<file path="src/rtl/hazard_control_unit.sv">
`default_nettype none
// ============================================================================
// Module      : hazard_control_unit
// Description : Load-use, branch and multi-cycle FPU stall/flush sequencer
//               for the 5-stage RV32IF pipeline.
// Revision    : 1.0 - initial release
// ============================================================================
module hazard_control_unit #(
    parameter int LAT_W = 5,
    parameter int CNT_W = 32
) (
    input  logic             clk,
    input  logic             reset,
    input  logic [4:0]       Rs1_D,
    input  logic [4:0]       Rs2_D,
    input  logic [4:0]       Rd_EX,
    input  logic             MemRead_EX,
    input  logic             RegWrite_EX,
    input  logic             RegWriteF_EX,
    input  logic             PCSrc_EX,
    input  logic             FpuStart_EX,
    input  logic [LAT_W-1:0] FpuLat_EX,
    output logic             StallF,
    output logic             StallD,
    output logic             StallE,
    output logic             FlushD,
    output logic             FlushE,
    output logic             FlushM,
    output logic             FpuBusy,
    output logic             FpuDone,
    output logic [CNT_W-1:0] StallCycles
);

    localparam logic [1:0] c_S_IDLE = 2'd0;
    localparam logic [1:0] c_S_BUSY = 2'd1;
    localparam logic [1:0] c_S_DONE = 2'd2;

    localparam logic [LAT_W-1:0] c_LAT_ONE = LAT_W'(1);
    localparam logic [LAT_W-1:0] c_LAT_TWO = LAT_W'(2);

    logic [1:0]       r_state;
    logic [LAT_W-1:0] r_cnt;
    logic [CNT_W-1:0] r_stall_cycles;

    logic w_fstart;
    logic w_fhold;
    logic w_rd_writes;
    logic w_rd_match;
    logic w_lu;
    logic w_branch;

    assign w_fstart = (r_state == c_S_IDLE) && FpuStart_EX && (FpuLat_EX >= c_LAT_TWO);
    assign w_fhold  = w_fstart || (r_state == c_S_BUSY);

    // Float f0 is a real register, so only the integer-write path excludes rd==0.
    assign w_rd_writes = (RegWrite_EX && (Rd_EX != 5'd0)) || RegWriteF_EX;
    assign w_rd_match  = (Rd_EX == Rs1_D) || (Rd_EX == Rs2_D);
    assign w_lu        = MemRead_EX && !w_fhold && w_rd_writes && w_rd_match;
    assign w_branch    = PCSrc_EX && !w_fhold;

    assign StallF      = w_fhold || w_lu;
    assign StallD      = w_fhold || w_lu;
    assign StallE      = w_fhold;
    assign FlushD      = w_branch;
    assign FlushE      = w_lu || w_branch;
    assign FlushM      = w_fhold;
    assign FpuBusy     = (r_state == c_S_BUSY);
    assign FpuDone     = (r_state == c_S_DONE);
    assign StallCycles = r_stall_cycles;

    always_ff @(posedge clk) begin
        if (reset) begin
            r_state <= c_S_IDLE;
            r_cnt   <= '0;
        end else begin
            case (r_state)
                c_S_IDLE: begin
                    if (w_fstart) begin
                        r_cnt   <= FpuLat_EX - c_LAT_TWO;
                        r_state <= (FpuLat_EX == c_LAT_TWO) ? c_S_DONE : c_S_BUSY;
                    end
                end
                c_S_BUSY: begin
                    if (r_cnt == c_LAT_ONE) begin
                        r_state <= c_S_DONE;
                    end else begin
                        r_cnt <= r_cnt - c_LAT_ONE;
                    end
                end
                // The instruction still sitting in EX during DONE is the finished op.
                c_S_DONE: r_state <= c_S_IDLE;
                default:  r_state <= c_S_IDLE;
            endcase
        end
    end

    always_ff @(posedge clk) begin
        if (reset) begin
            r_stall_cycles <= '0;
        end else if (StallD) begin
            r_stall_cycles <= r_stall_cycles + CNT_W'(1);
        end
    end

endmodule
`default_nettype wire

</file>
<file path="config.mk">
export PLATFORM = sky130hd
export DESIGN_NAME = hazard_control_unit
export DESIGN_NICKNAME = d
export VERILOG_FILES = /design/src/rtl/hazard_control_unit.sv
export SDC_FILE = /design/constraint.sdc
export NUM_CORES = 1
export LEC_CHECK = 0
export CAP_MARGIN = 20
export CORE_MARGIN = 2
export CORE_UTILIZATION = 26
export CTS_CLUSTER_DIAMETER = 100
export DETAILED_ROUTE_END_ITERATION = 10
export SLEW_MARGIN = 10
export SYNTH_ARGS = -nofsm -noshare
export SYNTH_HDL_FRONTEND = slang
export SYNTH_SLANG_ARGS = --single-unit
</file>
<file path="constraint.sdc">
create_clock -name clk -period 1.91 [get_ports clk]
set_clock_uncertainty 0.1 [all_clocks]
set_input_delay 0.191 -clock clk [delete_from_list [all_inputs] [get_ports clk]]
set_output_delay 0.191 -clock clk [all_outputs]
set_load 0.02 [all_outputs]
</file>
==> metrics.md, run 1 <==
| Metric | Value |
|---|---|
| # nets final | 439 |
| Initial DRT Pass Iterations | 4 |
| First-pass GRT wire length | 11800 um |
| IO Pins | 67 |
| Post-synthesis cell type count | 40 |
| Sequential-to-total area share from yosys stat | 34.8% |
| RePlAce Congestion | 0.864 |
| # DRC | 0 |
| Period minus WS final | 2.06 ns |
| Clock share of power | 28.1% |
| FF-to-FF Start | StallCycles[5]$_SDFFE_PP0P_ |
| Yosys reg bits | 39 |
| Max Slew Vio Count | 0 |
| Max_cap viols | 0 |
| VDD IR max | 352 uV |
| Worst skew pair latency | 0.30 ns |
| Fillers | 806 |
| Cell Rows | 33 |
| Final HPWL DP | 4810 um |
| Hold path depth | 6 |
| Unrepaired setup endpoints after global routing | yes |
| Worst slack, placed | -0.793 ns |
| Clk sink count | 39 |
| Area of the core | 8300 um2 |
| Port Buffers | 66 |
| R2r setup slk | -0.15 ns |
| Vias per inst | 5.01 |
| Final design utilization | 46.7% |
| Routed Antenna Nets | 0 |
| Synth Area per Inst | 7.99 um2 |
| Worst Hold End | r_cnt[1]$_SDFFE_PP0P_ |
| Int Pwr | 1.45 mW |
| TritonCTS Buffers | 5 |
| Crit path DAT | 2.19 ns |
| WL per Instance | 14.4 um |
| Worst Path Max Fanout | 3 |
| Switching Fraction | 29.9% |
| Root buffer cell | clkbuf_8 |
| Hold-fix buffers, CTS | 0 |
| Die X | 96.9 um |
| Global route overflow | 0 |
| Ratio of cells with drive above 1 in the final layout | 31.8% |
| Bufs on Longest Clock Path | 2 |
| Failing checks | setup timing |
| CTS tree | built |
| Die H | 96.9 um |
| Endpoints failing hold | 0 |
| Flop pwr share | 41.7% |
| Worst hold path class | in -> reg |
| Leak pwr | 1.46 nW |
| Vias in the first global route | 2519 |
| Initial antenna violation count | 0 |
| DR iter-0 viols | 95 |
| Final wirelength | 7430 um |
| Area delta synth->final | 72.5% |
| H-tree depth | 2 |
| YS warnings | 0 |
| Worst Setup Start Kind | register |
| Achievable Freq | 0.485 GHz |
| Final TNS setup | -0.192 ns |
| Pin count of the biggest net entering global routing | 40 |
| Placed inst area | 3460 um2 |
| Slew @ Worst Pin | 0.345 ns |
| Status | finished, violations left |
| Comb power frac | 30.2% |
| N_diodes | 0 |
| Setup WS post-layout | -0.154 ns |
| R2r worst-path depth | 8 |
| Total power | 2.07 mW |
| Mapped Cells | 281 |
| Hold Crit Start | FpuLat_EX[1] |
| Synthesized area | 2250 um2 |
| Initial core utilization | 27.1% |
| Psw | 0.617 mW |
| Crit share post-route | 108% |
| Worst Setup End Kind | register |
| Slew HR | 76.9% |
| Die area | 9400 um2 |
| Design area | 3870 um2 |
| Syn Nets | 312 |
| Tot GR Track Use | 14.9% |
| Endpoints failing setup | 2 |
| PwrDens | 534 nW/um2 |
| Worst R2R End | StallCycles[25]$_SDFFE_PP0P_ |
| Worst Path Required | 2.04 ns |
| Vias | 2574 |
| Setup Crit Path Kind | reg -> reg |
| Clock transition at path regs | 0.08 ns |
repair_timing:
item,in CTS,in global routing
cloned,2,3
setup endpoints to repair,43,34
pin swaps,37,28
resized for setup,61,44
endpoints found under the hold margin,0,0
buffers inserted,9,7
through the flow:
step                hold slack, ns  cells
detailed placement           0.387    491
global placement             0.383    491
floorplan                    0.324    281
global route                 0.288    514
finish                       0.254    514
CTS                          0.292    508
Yosys cell counts, drive strengths merged:
library cell,n,area share (%)
a22o,1,0.39
nand3,15,3.3
a2111oi,1,0.67
nor4b,1,0.39
or4,6,2.0
and4,4,1.6
a22oi,2,0.67
inv,8,1.3
nor3b,1,0.84
buf,8,2.5
a221oi,1,0.39
or3,25,7.0
clkbuf,9,1.5
nor2,15,2.5
nand4,10,2.8
and2,6,1.7
nand2b,2,0.56
clkinv,1,0.17
xor2,4,1.6
nand2,15,2.5
dfxtp,39,35
o22ai,1,0.56
nor3,5,1.1
and3,2,0.56
mux2i,2,0.89
o41ai,1,1.2
xnor2,11,4.3
a211oi,1,0.56
ha,4,2.2
o21ai,30,6.7
nor2b,4,1.1
a31oi,1,0.28
nor4,1,0.28
a21oi,38,9.1
o31ai,6,2.0
how the worst max path moves through the flow:
stage,start,to,slack (ns),depth (start not counted)
final,StallCycles[5]$_SDFFE_PP0P_,StallCycles[25]$_SDFFE_PP0P_,-0.15,8
after detailed placement,FpuLat_EX[1],StallCycles[25]$_SDFFE_PP0P_,-0.79,9
after global placement,FpuLat_EX[2],StallF,-0.76,10
after global routing,StallCycles[2]$_SDFFE_PP0P_,StallCycles[25]$_SDFFE_PP0P_,-0.22,8
after floorplan,FpuLat_EX[2],StallF,-0.02,10
after CTS,StallCycles[2]$_SDFFE_PP0P_,StallCycles[28]$_SDFFE_PP0P_,-0.05,9
critical path: stages, from the launching register on:
cell     delay (ns)
dfxtp_2        0.33
and4_4         0.24
buf_6          0.09
and2_4         0.14
buf_6          0.10
buf_6          0.09
nand4_1        0.17
or4_4          0.57
a21oi_2        0.17
sequential cells by signal (all words and copies together), names as in the netlist:
register / cells
StallCycles: 32
r_cnt: 5
r_state: 2
per-layer routing:
layer  global-route usage, %  up-vias  share of wire [%]
met1                    20.7     1221                 48
met5                       0        -                  0
li1                        -     1283                  -
met2                    23.7       64                 47
met3                    3.18        6                4.2
met4                    3.47        0               0.59
final cells by class:
type | instances | area (um2) | area share (%)
Sequential cell | 39 | 798 | 20.6
Inverter | 9 | 61.3 | 1.58
Timing Repair Buffer | 137 | 1310 | 33.9
Clock buffer | 7 | 86.3 | 2.23
Clock inverter | 1 | 5.00 | 0.129
Multi-Input combinational cell | 216 | 1480 | 38.2
Tap cell | 105 | 131 | 3.39
placed cells by master, fill, tap and decap left out, types with 3 or more instances in the layout:
cell,n
buf_6,7
o21ai_0,22
or3_1,24
nor3_1,4
nand3_1,12
clkbuf_16,3
nand4_1,10
a21oi_2,3
and4_4,4
o31ai_1,6
or4_1,3
clkbuf_8,6
xnor2_1,11
and2_1,5
nand3_2,3
dlygate4sd2_1,17
dfxtp_4,3
xor2_1,4
nand2_1,14
buf_12,3
inv_1,4
nor2_1,14
nor2b_1,4
ha_1,3
buf_2,3
dfxtp_1,31
a21oi_1,32
clkdlybuf4s50_1,36
o21ai_1,8
a21oi_4,3
buf_4,57
or4_4,3
clkbuf_2,3
dfxtp_2,5
power by group through the flow:
stage	registers, mW	clock network (mW)	logic [mW]
floorplan	0.890	0	0.278
global placement	0.881	0	0.496
detailed placement	0.882	0	0.501
CTS	0.862	0.604	0.569
global route	0.867	0.634	0.671
finish	0.862	0.580	0.625
kinds of logic (layout without fill, tap and decap cells):
logic type | Yosys count | in the layout | synth area share [%]
AND/OR/NAND/NOR | 112 | 112 | 28.2
AO/OA/AOI/OAI | 83 | 83 | 22.6
multiplexers | 2 | 2 | 0.891
buffers and inverters | 26 | 154 | 5.51
adder cells (fa/ha/maj) | 4 | 4 | 2.23
XOR/XNOR | 15 | 15 | 5.85
flip-flops | 39 | 39 | 34.8
Power figures use the tool's default switching activity.
==> run 2: changes to the inputs <==
Settings changed: CAP_MARGIN 20 to 0, CELL_PAD_IN_SITES_DETAIL_PLACEMENT from default to 1, CELL_PAD_IN_SITES_GLOBAL_PLACEMENT from default to 2, CORE_UTILIZATION 26 to 24, PLACE_DENSITY_LB_ADDON from default to 0.1.
==> run 2 against run 1 <==
Against the previous run:
- the flow still finishes with violations (setup timing)
- worst setup slack improved by 0.14 ns
- first-iteration DRC count fell by 51%
- count of clock-buffer cells in the layout rose by 1
- non-clock buffer count rose by 3
- combinational power fell by 0.6%
- global-route usage rose by 1.2 points
- register-to-register slack improved by 0.14 ns
- clock power rose by 9.7%
- critical endpoint is now StallCycles[20]$_SDFFE_PP0P_
- largest cell class unchanged
- largest power group unchanged
- highest routed layer unchanged
==> metrics.md, run 2 (synthesized netlist as in run 1, its figures left out) <==
| Metric | Value |
|---|---|
| PwrDens | 533 nW/um2 (-0.10%) |
| Worst Path Required | 2.05 ns (about the same) |
| Root buffer cell | clkbuf_8 |
| Worst slack, placed | -0.814 ns (-0.0210 ns) |
| Status | finished, violations left |
| R2r worst-path depth | 7 (-1) |
| Cell Rows | 35 (+6.1%) |
| Area delta synth->final | 77.3% |
| Initial antenna violation count | 0 (unchanged) |
| VDD IR max | 303 uV (-14%) |
| H-tree depth | 2 (unchanged) |
| Final wirelength | 8190 um (+10%) |
| Final TNS setup | -0.0191 ns (+0.173 ns) |
| Worst Hold End | r_cnt[1]$_SDFFE_PP0P_ |
| Most used cell, CP | buf_4 |
| R2r setup slk | -0.01 ns (+0.14 ns) |
| Hold-fix buffers, CTS | 0 (unchanged) |
| Hold path depth | 7 (+1) |
| Buf+Inv Stages, Crit Path | 2 (-1) |
| Setup Crit Path Kind | reg -> reg |
| Endpoints failing hold | 0 (unchanged) |
| Crit share post-route | 101% (-7.5 points) |
| Worst R2R End | StallCycles[20]$_SDFFE_PP0P_ |
| Crit path DAT | 2.06 ns (-0.13 ns) |
| Worst hold path class | in -> reg |
| WL per Instance | 15.7 um (+8.4%) |
| Failing checks | setup timing |
| WHS | 0.322 ns (+0.0687 ns) |
| Period minus WS final | 1.92 ns (-0.144 ns) |
| Max_cap viols | 0 (unchanged) |
| Total power | 2.12 mW (+2.7%) |
| RePlAce Congestion | 0.750 (-13%) |
| Tot GR Track Use | 16.1% (+1.2 points) |
| CP cell instances | and4_4 -> buf_4 -> nand2_4 -> buf_4 -> or3_4 -> or4_4 -> a21oi_2 |
| FF-to-FF Start | StallCycles[2]$_SDFFE_PP0P_ |
| Endpoints failing setup | 3 (+1) |
| Slew @ Worst Pin | 0.360 ns (+0.0148 ns) |
| Worst path max stage delay | 0.42 ns (-0.15 ns) |
| CP max stage cell | or4_4 |
| Routed Antenna Nets | 0 (unchanged) |
| Initial DRT Pass Iterations | 3 (-1) |
| Max reg flops | 32 (unchanged) |
| Bufs on Longest Clock Path | 2 (unchanged) |
| Final HPWL DP | 5780 um (+20%) |
| Die X | 101 um (+3.9%) |
| Initial core utilization | 24.5% (-2.5 points) |
| Die area | 10100 um2 (+8.0%) |
| CP top delay family | simple AND/OR/NAND/NOR gates |
| Worst Setup End Kind | register |
| # nets final | 442 (+0.68%) |
| Clock transition at path regs | 0.08 ns (about the same) |
| CTS tree | built |
| IO Pins | 67 (unchanged) |
| Achievable Freq | 0.521 GHz (+7.5%) |
| Max Slew Vio Count | 0 (unchanged) |
| Most frequent cells in the layout | 64 x buf_4, 36 x clkdlybuf4s50_1, 28 x a21oi_1, 26 x dfxtp_1 |
| TritonCTS Buffers | 5 (unchanged) |
| # DRC | 0 (unchanged) |
| Ratio of cells with drive above 1 in the final layout | 38.6% (+6.8 points) |
| First-pass GRT wire length | 13000 um (+11%) |
| Setup WS post-layout | -0.0101 ns (+0.144 ns) |
| Vias per inst | 4.98 (-0.65%) |
| Port Buffers | 66 (unchanged) |
| DR iter-0 viols | 47 (-51%) |
| Worst Path Max Fanout | 3 (unchanged) |
| Most common cell after layout, fill and taps aside | buf_4 |
| Pin count of the biggest net entering global routing | 40 (unchanged) |
| Hold Crit Start | FpuLat_EX[1] |
| Leak pwr | 1.50 nW (+2.7%) |
| Vias | 2602 (+1.1%) |
| Worst skew pair latency | 0.30 ns (about the same) |
| Global route overflow | 0 (unchanged) |
| Die H | 101 um (+3.9%) |
| Clk sink count | 39 (unchanged) |
| Vias in the first global route | 2675 (+6.2%) |
| Slew HR | 75.9% (-0.99 points) |
| Worst Setup Start Kind | register |
| Unrepaired setup endpoints after global routing | yes |
| Area of the core | 9150 um2 (+10%) |
| N_diodes | 0 (unchanged) |
## run 2: cell types whose count changed in the layout (fill, tap and decap cells not counted), moves of 4 or more
cell / before / now
a21oi_2: 3 / 7
dfxtp_1: 31 / 26
buf_4: 57 / 64
or3_4: 1 / 5
a21oi_1: 32 / 28
dlygate4sd2_1: 17 / 12
dfxtp_2: 5 / 9
or3_1: 24 / 20
## run 2: worst reg2reg max path, stage by stage (launching register included)
cell and delay [ns]:
dfxtp_4 0.35, and4_4 0.22, buf_4 0.12, nand2_4 0.05, buf_4 0.14, or3_4 0.34
or4_4 0.42, a21oi_2 0.12
## run 2: power by group
group / switching [mW] / internal, mW
Clock: 0.306 / 0.330
Sequential: 0.0314 / 0.835
Combinational: 0.306 / 0.315
## run 2: how the worst max path moves through the flow
stage,start,end,slack (ns),cells past startpoint
3_5_place_dp,FpuLat_EX[1],FlushD,-0.81,8
3_3_place_gp,FpuLat_EX[2],FlushD,-0.78,9
2_1_floorplan,FpuLat_EX[2],StallF,-0.02,10
5_1_grt,StallCycles[2]$_SDFFE_PP0P_,StallCycles[24]$_SDFFE_PP0P_,-0.10,8
4_1_cts,StallCycles[2]$_SDFFE_PP0P_,StallCycles[15]$_SDFFE_PP0P_,-0.06,7
6_report,StallCycles[2]$_SDFFE_PP0P_,StallCycles[20]$_SDFFE_PP0P_,-0.01,7
## run 2: cell type report
type | count | area [um2]
clock buffers | 8 | 100
fillers | 1077 | 5170
multi-input cells | 216 | 1580
inverters | 9 | 63.8
well taps | 111 | 139
flip-flops and latches | 39 | 807
repair buffers | 140 | 1290
## run 2: per-layer routing
layer  track usage (%)  vias up  part of all wire (%)
met3              2.77       10                   4.0
met1              19.8     1259                    43
met4              4.21        0                   1.4
met5                 0        -                     0
met2              28.8       47                    51
li1                  -     1286                     -
## run 2: stage by stage
step | util (%) | std cells | area, um2
floorplan | - | 281 | 2330
global placement | 38.0 | 500 | 3470
detailed placement | 38.0 | 500 | 3470
CTS | 41.3 | 519 | 3780
global route | 43.5 | 523 | 3980
finish | 43.5 | 523 | 3980
## run 2: timing repair
item                                    CTS  global route
endpoints found under the setup margin   45            34
resized for setup                        76            68
endpoints found under the hold margin     0             0
buffers inserted                          9             7
pin swaps                                37            38
cloned                                    2             0
==> run 3: changes to the inputs <==
Settings changed: CAP_MARGIN 0 to default.
==> results of run 3 <==
No change in the layout: final DEF, timing and power equal those of run 2.
